File: src/rtl/stack_write_ctrl_pkg.sv
// stack_write_ctrl_pkg: shared widths and push-source encodings for the hardware stack
package stack_write_ctrl_pkg;
  localparam int PC_W = 11;
  localparam int DATA8_W = 8;
  typedef enum logic {
    STACK_SRC_PC  = 1'b0,
    STACK_SRC_ACC = 1'b1
  } stack_src_e;
endpackage

File: src/rtl/stack_ram.sv
// stack_ram: register array with one synchronous write port and one asynchronous read port
module stack_ram #(
  parameter int DEPTH = 16,
  parameter int AW = 4,
  parameter int DW = 11
) (
  input  logic          clk,
  input  logic          we,
  input  logic [AW-1:0] waddr,
  input  logic [DW-1:0] wdata,
  input  logic [AW-1:0] raddr,
  output logic [DW-1:0] rdata
);
  logic [DW-1:0] mem [DEPTH];
  always_ff @(posedge clk)
    if (we) mem[waddr] <= wdata;
  assign rdata = mem[raddr];
endmodule

File: src/rtl/stack_write_ctrl.sv
// stack_write_ctrl: push-source select, stack pointer, full/empty status and sticky error for the stack
import stack_write_ctrl_pkg::*;
module stack_write_ctrl #(
  parameter int DEPTH = 16,
  parameter int SP_W = 4,
  parameter int DATA_W = 11
) (
  input  logic                clk,
  input  logic                rst_n,
  input  logic                push,
  input  logic                pop,
  input  logic                StackSrc,
  input  logic [PC_W-1:0]     return_pc,
  input  logic [DATA8_W-1:0]  write_data_accbuf,
  output logic [DATA_W-1:0]   read_data_stack,
  output logic                rd_valid,
  output logic [SP_W:0]       sp,
  output logic                full,
  output logic                empty,
  output logic                stack_err
);
  localparam logic [SP_W:0] sp_max = (SP_W+1)'(DEPTH);
  logic [SP_W:0] sp_m1;
  logic [DATA_W-1:0] src_data, top_data;
  logic we, err, do_pop;
  assign full = sp == sp_max;
  assign empty = sp == '0;
  always_comb begin
    sp_m1 = sp - 1'b1;
    src_data = stack_src_e'(StackSrc) == STACK_SRC_ACC ? DATA_W'(write_data_accbuf) : DATA_W'(return_pc);
    do_pop = pop && !empty;
    // push+pop on a non-empty stack overwrites the top entry in place
    we = push && (pop ? !empty : !full);
    err = pop ? empty : push && full;
  end
  stack_ram #(.DEPTH(DEPTH), .AW(SP_W), .DW(DATA_W)) u_ram (
    .clk   (clk),
    .we    (we),
    .waddr (pop ? sp_m1[SP_W-1:0] : sp[SP_W-1:0]),
    .wdata (src_data),
    .raddr (sp_m1[SP_W-1:0]),
    .rdata (top_data)
  );
  always_ff @(posedge clk or negedge rst_n) begin
    if (!rst_n) begin
      sp <= '0;
      read_data_stack <= '0;
      rd_valid <= 1'b0;
      stack_err <= 1'b0;
    end else begin
      rd_valid <= do_pop;
      if (do_pop) read_data_stack <= top_data;
      if (do_pop && !push) sp <= sp_m1;
      else if (push && !pop && !full) sp <= sp + 1'b1;
      if (err) stack_err <= 1'b1;
    end
  end
endmodule
File: config.mk
export PLATFORM = sky130hd
export DESIGN_NAME = stack_write_ctrl
export DESIGN_NICKNAME = d
export VERILOG_FILES = /design/src/rtl/stack_write_ctrl_pkg.sv /design/src/rtl/stack_ram.sv /design/src/rtl/stack_write_ctrl.sv
export SDC_FILE = /design/constraint.sdc
export NUM_CORES = 1
export LEC_CHECK = 0
export ABC_AREA = 1
export CAP_MARGIN = 20
export CELL_PAD_IN_SITES_DETAIL_PLACEMENT = 2
export CELL_PAD_IN_SITES_GLOBAL_PLACEMENT = 2
export CORE_MARGIN = 1
export CORE_UTILIZATION = 41
export CTS_BUF_LIST = sky130_fd_sc_hd__clkbuf_2 sky130_fd_sc_hd__clkbuf_4 sky130_fd_sc_hd__clkbuf_8
export DETAILED_ROUTE_END_ITERATION = 10
export GPL_TIMING_DRIVEN = 0
export PLACE_DENSITY_LB_ADDON = 0.1
export SLEW_MARGIN = 15
export SYNTH_ARGS = -nofsm -noshare
export SYNTH_HDL_FRONTEND = slang
export SYNTH_HIERARCHICAL = 1
export SYNTH_SLANG_ARGS = --single-unit
File: constraint.sdc
create_clock -name clk -period 3 [get_ports clk]
set_clock_uncertainty 0.05 [all_clocks]
set_input_delay 0.3 -clock clk [delete_from_list [all_inputs] [get_ports clk]]
set_output_delay 0.3 -clock clk [all_outputs]
set_load 0.005 [all_outputs]
# Word-level counts from Yosys, hierarchy flattened
# Memory sizes are Yosys's and may differ from the RTL's. A register that Yosys moved wholly into a read port is not among the register bits.
# Cells that the tools add are included.
[word_totals]
register_bits = 7
ramBits = 176
input_bits = 24
out_inout_bits = 20
elab_cells = 28
memories = 1
[op_classes]
add_sub_neg = 2
n_eq_ne = 1
n_mux = 8
n_reduce_logical = 13
[memory_table]
columns = ["name", "words", "word_bits", "rd", "rd_ports_with_merged_regs", "write_ports", "line_no", "source"]
rows = [
  ["u_ram.mem", 16, 11, 1, 1, 1, "stack_ram.sv:14", "logic [DW-1:0] mem [DEPTH];"],
]
[ops]
columns = ["cell", "count"]
rows = [
  ["$mux 11", 1],
  ["$mux 5", 2],
  ["$logic_and 1x1->1", 6],
  ["$add 5x1->5 const B", 1],
  ["$eq 5x5->1 const B", 1],
  ["$logic_not 1->1", 5],
  ["$logic_not 5->1", 1],
  ["$sub 5x1->5 const B", 1],
  ["$mux 1", 4],
  ["$mux 4", 1],
  ["$reduce_bool 2->1", 1],
]

# Logic depth before layout (Yosys ltp)
[logic_depth]
ltp_word = 6
depth_mapped = 12
depth_no_buf = 10

# Hierarchy
# Netlist, hierarchy kept.
[modules_own_cells]
columns = ["mod", "instances", "cells_each", "area_per_inst_um2", "seq_area_each_um2"]
rows = [
  ["stack_ram", 1, 736, 7632.3, 5285.1],
  ["stack_write_ctrl", 1, 138, 1102.3, 450.4],
]

# Worst setup path after synthesis
# Ideal clock, no wire load.
[synth_path]
path_type = "reg-to-reg"
start = "reg sp[0]"
end = "mem u_ram.mem[15][0] (enable)"
setup_ns = 0.378
arrival_time_ns = 1.990
required_time_ns = 2.572
setup_slack_ns = 0.581
stages_incl_launch_ff = 8
n_path_buf = 0
synth_period_minus_slack_ns = 2.419
path_cell_list = "dfrtp_1 -> inv_1 -> ha_1 -> nand3_4 -> nand2_4 -> o21ai_0 -> nand3_1 -> nor2_1"
[synth_via]
elab_cells_between_ends = 10
cone_classes = "add/sub (1); eq/ne (1); mux (4); reduce/logical (4)"
[synth_lines]
columns = ["element", "line_no", "source"]
rows = [
  ["from (decl)", "stack_write_ctrl.sv:17", "output logic [SP_W:0] sp,"],
  ["from (signal assigned)", "stack_write_ctrl.sv:53", "if (do_pop && !push) sp <= sp_m1;"],
  ["from (signal assigned)", "stack_write_ctrl.sv:54", "else if (push && !pop && !full) sp <= sp + 1'b1;"],
  ["$sub 5x1->5", "stack_write_ctrl.sv:29", "sp_m1 = sp - 1'b1;"],
  ["named net sp_m1[0]", "stack_write_ctrl.sv:23", "logic [SP_W:0] sp_m1;"],
  ["$mux 4", "stack_write_ctrl.sv:39", ".waddr (pop ? sp_m1[SP_W-1:0] : sp[SP_W-1:0]),"],
  ["to (decl)", "stack_ram.sv:14", ""],
]
# The timed path passes the listed nets, and every way through them passes these cells.

# Worst setup path in the final report
[layout_path]
start = "reg sp[0]"
end = "mem u_ram.mem[9][8] (enable)"
# The elaborated chain is that of the path after synthesis.

==> impl_metrics.prom <==
# TYPE chip_impl_metric gauge
chip_impl_info{name="worst_hold_path_type",value="in2reg"} 1
chip_impl_metric{name="peak_supply_drop",unit="mV"} 0.3773
chip_impl_metric{name="dieHeight",unit="µm"} 148.0
chip_impl_metric{name="post-route-min-period",unit="ns"} 2.896
chip_impl_info{name="ys_top_cells_by_area",value="sky130_fd_sc_hd__edfxtp_1 (61%), sky130_fd_sc_hd__nand2_1 (13%), sky130_fd_sc_hd__nand3_1 (8.0%), sky130_fd_sc_hd__inv_1 (6.5%), sky130_fd_sc_hd__dfrtp_1 (5.2%)"} 1
chip_impl_metric{name="post-layout-total-power",unit="mW"} 10.52
chip_impl_metric{name="wire_per_inst",unit="µm"} 23.54
chip_impl_metric{name="floorplan.rows",unit=""} 53
chip_impl_metric{name="dpl_cell_area",unit="µm²"} 9552
chip_impl_info{name="tritoncts",value="yes"} 1
chip_impl_info{name="cp_cell_sequence",value="inv_1 -> ha_1 -> xnor2_1 -> o21ai_0 -> nand3b_1 -> nor2_2"} 1
chip_impl_metric{name="grtUsageTotal",unit="%"} 28.04
chip_impl_metric{name="numCtsBuffers",unit=""} 17
chip_impl_metric{name="1st_iter_drt_viols",unit=""} 392
chip_impl_info{name="crit_path_top_delay_cell",value="sky130_fd_sc_hd__nor2_2"} 1
chip_impl_metric{name="ys_seq_area_share",unit="%"} 65.66
chip_impl_metric{name="crit_arrival",unit="ns"} 2.99
chip_impl_metric{name="setup_viol_count_final",unit=""} 0
chip_impl_metric{name="dieWidth",unit="µm"} 148.0
chip_impl_metric{name="initial_antenna_violation_count",unit=""} 1
chip_impl_metric{name="worst_path_largest_cell_delay",unit="ns"} 0.63
chip_impl_metric{name="grt-ovfl-total",unit=""} 0
chip_impl_metric{name="proportion_of_netlist_area_held_by_the_largest_area_contributor",unit="%"} 60.51
chip_impl_info{name="critical-path-top-delay-family",value="simple AND/OR/NAND/NOR gates"} 1
chip_impl_info{name="critPathLaunch",value="sp[0]"} 1
chip_impl_metric{name="p_leak",unit="nW"} 4.368
chip_impl_info{name="rsz0062_at_grt",value="true"} 1
chip_impl_metric{name="syn-instance-count",unit=""} 874
chip_impl_metric{name="drc",unit=""} 0
chip_impl_info{name="mostFrequentLayoutCell",value="sky130_fd_sc_hd__nand2_1"} 1
chip_impl_metric{name="yosysWarnings",unit=""} 6
chip_impl_metric{name="core_region_area",unit="µm²"} 20960
chip_impl_info{name="cts_root_buffer",value="sky130_fd_sc_hd__clkbuf_8"} 1
chip_impl_metric{name="setup_total_negative_slack",unit="ns"} 0
chip_impl_metric{name="floorplan.die_area",unit="µm²"} 21890
chip_impl_metric{name="clock.fmax",unit="MHz"} 345.3
chip_impl_metric{name="power.density_cell_area",unit="nW/µm²"} 1044
chip_impl_metric{name="critical_path_buf_inv_count",unit=""} 1
chip_impl_metric{name="max-clock-path-buffers",unit=""} 2
chip_impl_metric{name="worst_setup_hold_path_clk_slew",unit="ns"} 0.11
chip_impl_metric{name="timing.final.hold_violations",unit=""} 0
chip_impl_info{name="worst-setup-path-type",value="reg2reg"} 1
chip_impl_metric{name="placed_cells",unit=""} 1196
chip_impl_info{name="timing.hold.worst.start",value="pop"} 1
chip_impl_metric{name="final_cell_count_no_fill",unit=""} 1230
chip_impl_metric{name="post_synth_instance_area",unit="µm²"} 8735
chip_impl_info{name="final_cell_mix",value="sky130_fd_sc_hd__nand2_1 (291), sky130_fd_sc_hd__edfxtp_1 (176), sky130_fd_sc_hd__inv_1 (151), sky130_fd_sc_hd__nand3_1 (140), sky130_fd_sc_hd__clkdlybuf4s50_1 (42)"} 1
chip_impl_info{name="global_route.peak_usage_layer",value="met2"} 1
chip_impl_metric{name="clkLatencyLatePin",unit="ns"} 0.49
chip_impl_metric{name="firstDrtPassIters",unit=""} 4
chip_impl_info{name="timing.critical_path.from_type",value="register"} 1
chip_impl_metric{name="critPathMaxFanout",unit=""} 11
chip_impl_metric{name="design.final.nets",unit=""} 967
chip_impl_metric{name="dr_total_vias",unit=""} 6494
chip_impl_metric{name="maximum_capacitance_violations",unit=""} 0
chip_impl_metric{name="drive_above_1_share",unit="%"} 11.11
chip_impl_info{name="rr_startpoint",value="sp[0]"} 1
chip_impl_metric{name="h_tree_lvl_count",unit=""} 4
chip_impl_metric{name="gr_met3_demand_resource",unit="%"} 4.228
chip_impl_metric{name="detail_route.vias_per_cell",unit=""} 5.280
chip_impl_metric{name="synthesis.nets",unit=""} 900
chip_impl_metric{name="number_of_global_route_vias_before_repair",unit=""} 7320
chip_impl_metric{name="worstPathRequired",unit="ns"} 3.09
chip_impl_metric{name="clock-sinks",unit=""} 194
chip_impl_info{name="synth_area_leader_cell",value="sky130_fd_sc_hd__edfxtp_1"} 1
chip_impl_metric{name="drt.antenna.violating_nets",unit=""} 0
chip_impl_metric{name="final_min_period_over_clock_period",unit="%"} 96.53
chip_impl_metric{name="yosysUniqueCellTypes",unit=""} 26
chip_impl_metric{name="post_cts_hold_buffer_count",unit=""} 0
chip_impl_metric{name="postSynthAreaPerCell",unit="µm²"} 9.994
chip_impl_metric{name="initial_utilization",unit="%"} 41.68
chip_impl_info{name="cp-end-kind",value="register"} 1
chip_impl_info{name="run_status",value="completed"} 1
chip_impl_metric{name="gr-usage-met1",unit="%"} 32.92
chip_impl_metric{name="io_pins",unit=""} 44
chip_impl_metric{name="detailedPlacementHpwl",unit="µm"} 20140
chip_impl_metric{name="grt_max_degree",unit=""} 19
chip_impl_metric{name="drv_slew",unit=""} 0
chip_impl_metric{name="area_growth_syn_to_layout",unit="%"} 15.43
chip_impl_metric{name="post-route-cell-area",unit="µm²"} 10080
chip_impl_metric{name="grt_pass1_wl",unit="µm"} 43610
chip_impl_metric{name="transition_time_at_the_pin_with_the_least_slew_margin",unit="ns"} 0.8435
chip_impl_metric{name="max-slew-margin-rel",unit="%"} 43.71
chip_impl_metric{name="totalWireLength",unit="µm"} 28950
chip_impl_metric{name="post-route-util",unit="%"} 48.11
chip_impl_metric{name="synth-seq-cells",unit=""} 194
chip_impl_metric{name="global_route.usage.met2",unit="%"} 50.94
chip_impl_metric{name="place.port_buffers",unit=""} 42
chip_impl_metric{name="placer_congestion",unit=""} 0.8642
[sequential cells by signal (all words and copies together), names as in the netlist]
register         count
u_ram/mem          176
sp                   5
stack_err            1
read_data_stack     11
rd_valid             1
[metrics by stage]
step	hold WS [ns]	setup WS [ns]
final	0.2088	0.1041
after global routing	0.2067	-0.09253
after CTS	0.1755	0.07213
after detailed placement	0.4310	-0.2853
after global placement	0.4164	-0.1594
after floorplan	-0.04559	0.5814
[kinds of logic (layout without fill, tap and decap cells)]
| logic type | after synthesis | in the layout | share of synthesized area, % |
|---|---|---|---|
| fa+ha+maj | 2 | 2 | 0.2864 |
| simple gates | 464 | 464 | 22.72 |
| buf+inv | 194 | 274 | 9.397 |
| flops | 194 | 194 | 65.66 |
| other cells | 0 | 1 | 0 |
| mux | 8 | 8 | 1.031 |
| compound gates | 7 | 7 | 0.4009 |
| xor+xnor | 5 | 5 | 0.5015 |
[what timing repair did]
action                                  CTS  global route
buffers inserted                          0             1
gates resized for setup                  18             5
endpoints found under the setup margin  132           102
pin swaps                                 0             1
cloned                                    0             0
[metal layers]
metal | up-vias | part of all wire, %
met3 | 51 | 3.4
li1 | 2930 | -
met5 | - | 0.045
met2 | 155 | 53
met1 | 3356 | 40
met4 | 2 | 3.1
[area by class of cell]
class                           instances  area [µm²]
Buffer                                 39       239.0
Tap cell                              275       344.1
Antenna cell                            1       2.502
Multi-Input combinational cell        486        2251
Clock buffer                           17       234.0
Sequential cell                       194        5736
Timing Repair Buffer                   48       473.0
Fill cell                            2201       10870
Clock inverter                         15       219.0
Inverter                              155       584.3
[where the power goes]
part / switching, mW / internal, mW
Clock: 1.03 / 0.936
Sequential: 0.152 / 3.31
Combinational: 3.62 / 1.47
Total: 4.80 / 5.72
[final timing paths]
path | to | slack, ns | cells after the start
setup / recovery | u_ram/mem[9][8] | 0.10 | 6
hold / removal | read_data_stack[6] | 0.21 | 4
setup reg to reg | u_ram/mem[9][8] | 0.10 | 6
hold reg to reg | read_data_stack[1] | 0.45 | 2
max in group asynchronous | read_data_stack[0] | 2.16 | 1
min in group asynchronous | read_data_stack[8] | 0.22 | 1
[cells in the mapped netlist]
master and count:
sky130_fd_sc_hd__o21ai_0 5, sky130_fd_sc_hd__buf_6 7, sky130_fd_sc_hd__nand2_2 1, sky130_fd_sc_hd__nand2_1 291, sky130_fd_sc_hd__clkbuf_1 5, sky130_fd_sc_hd__buf_1 3
sky130_fd_sc_hd__nand2_4 2, sky130_fd_sc_hd__edfxtp_1 176, sky130_fd_sc_hd__inv_1 151, sky130_fd_sc_hd__nand4_1 3, sky130_fd_sc_hd__inv_2 3, sky130_fd_sc_hd__nor2_1 22
sky130_fd_sc_hd__xor2_1 3, sky130_fd_sc_hd__mux2_2 8, sky130_fd_sc_hd__nand3_1 140, sky130_fd_sc_hd__nand3b_1 2, sky130_fd_sc_hd__xnor2_1 2, sky130_fd_sc_hd__buf_2 21
sky130_fd_sc_hd__a21oi_1 1, sky130_fd_sc_hd__buf_4 3, sky130_fd_sc_hd__ha_1 2, sky130_fd_sc_hd__o21ai_1 1, sky130_fd_sc_hd__nor2_4 1, sky130_fd_sc_hd__nand3_4 2
sky130_fd_sc_hd__dfrtp_1 18, sky130_fd_sc_hd__inv_4 1
[worst min-delay path, cell delays in order]
cell,delay (ns)
sky130_fd_sc_hd__buf_2,0.18
sky130_fd_sc_hd__nand2_4,0.12
sky130_fd_sc_hd__nand2_1,0.06
sky130_fd_sc_hd__nand2_1,0.06
(Power assumes the default switching activity.)
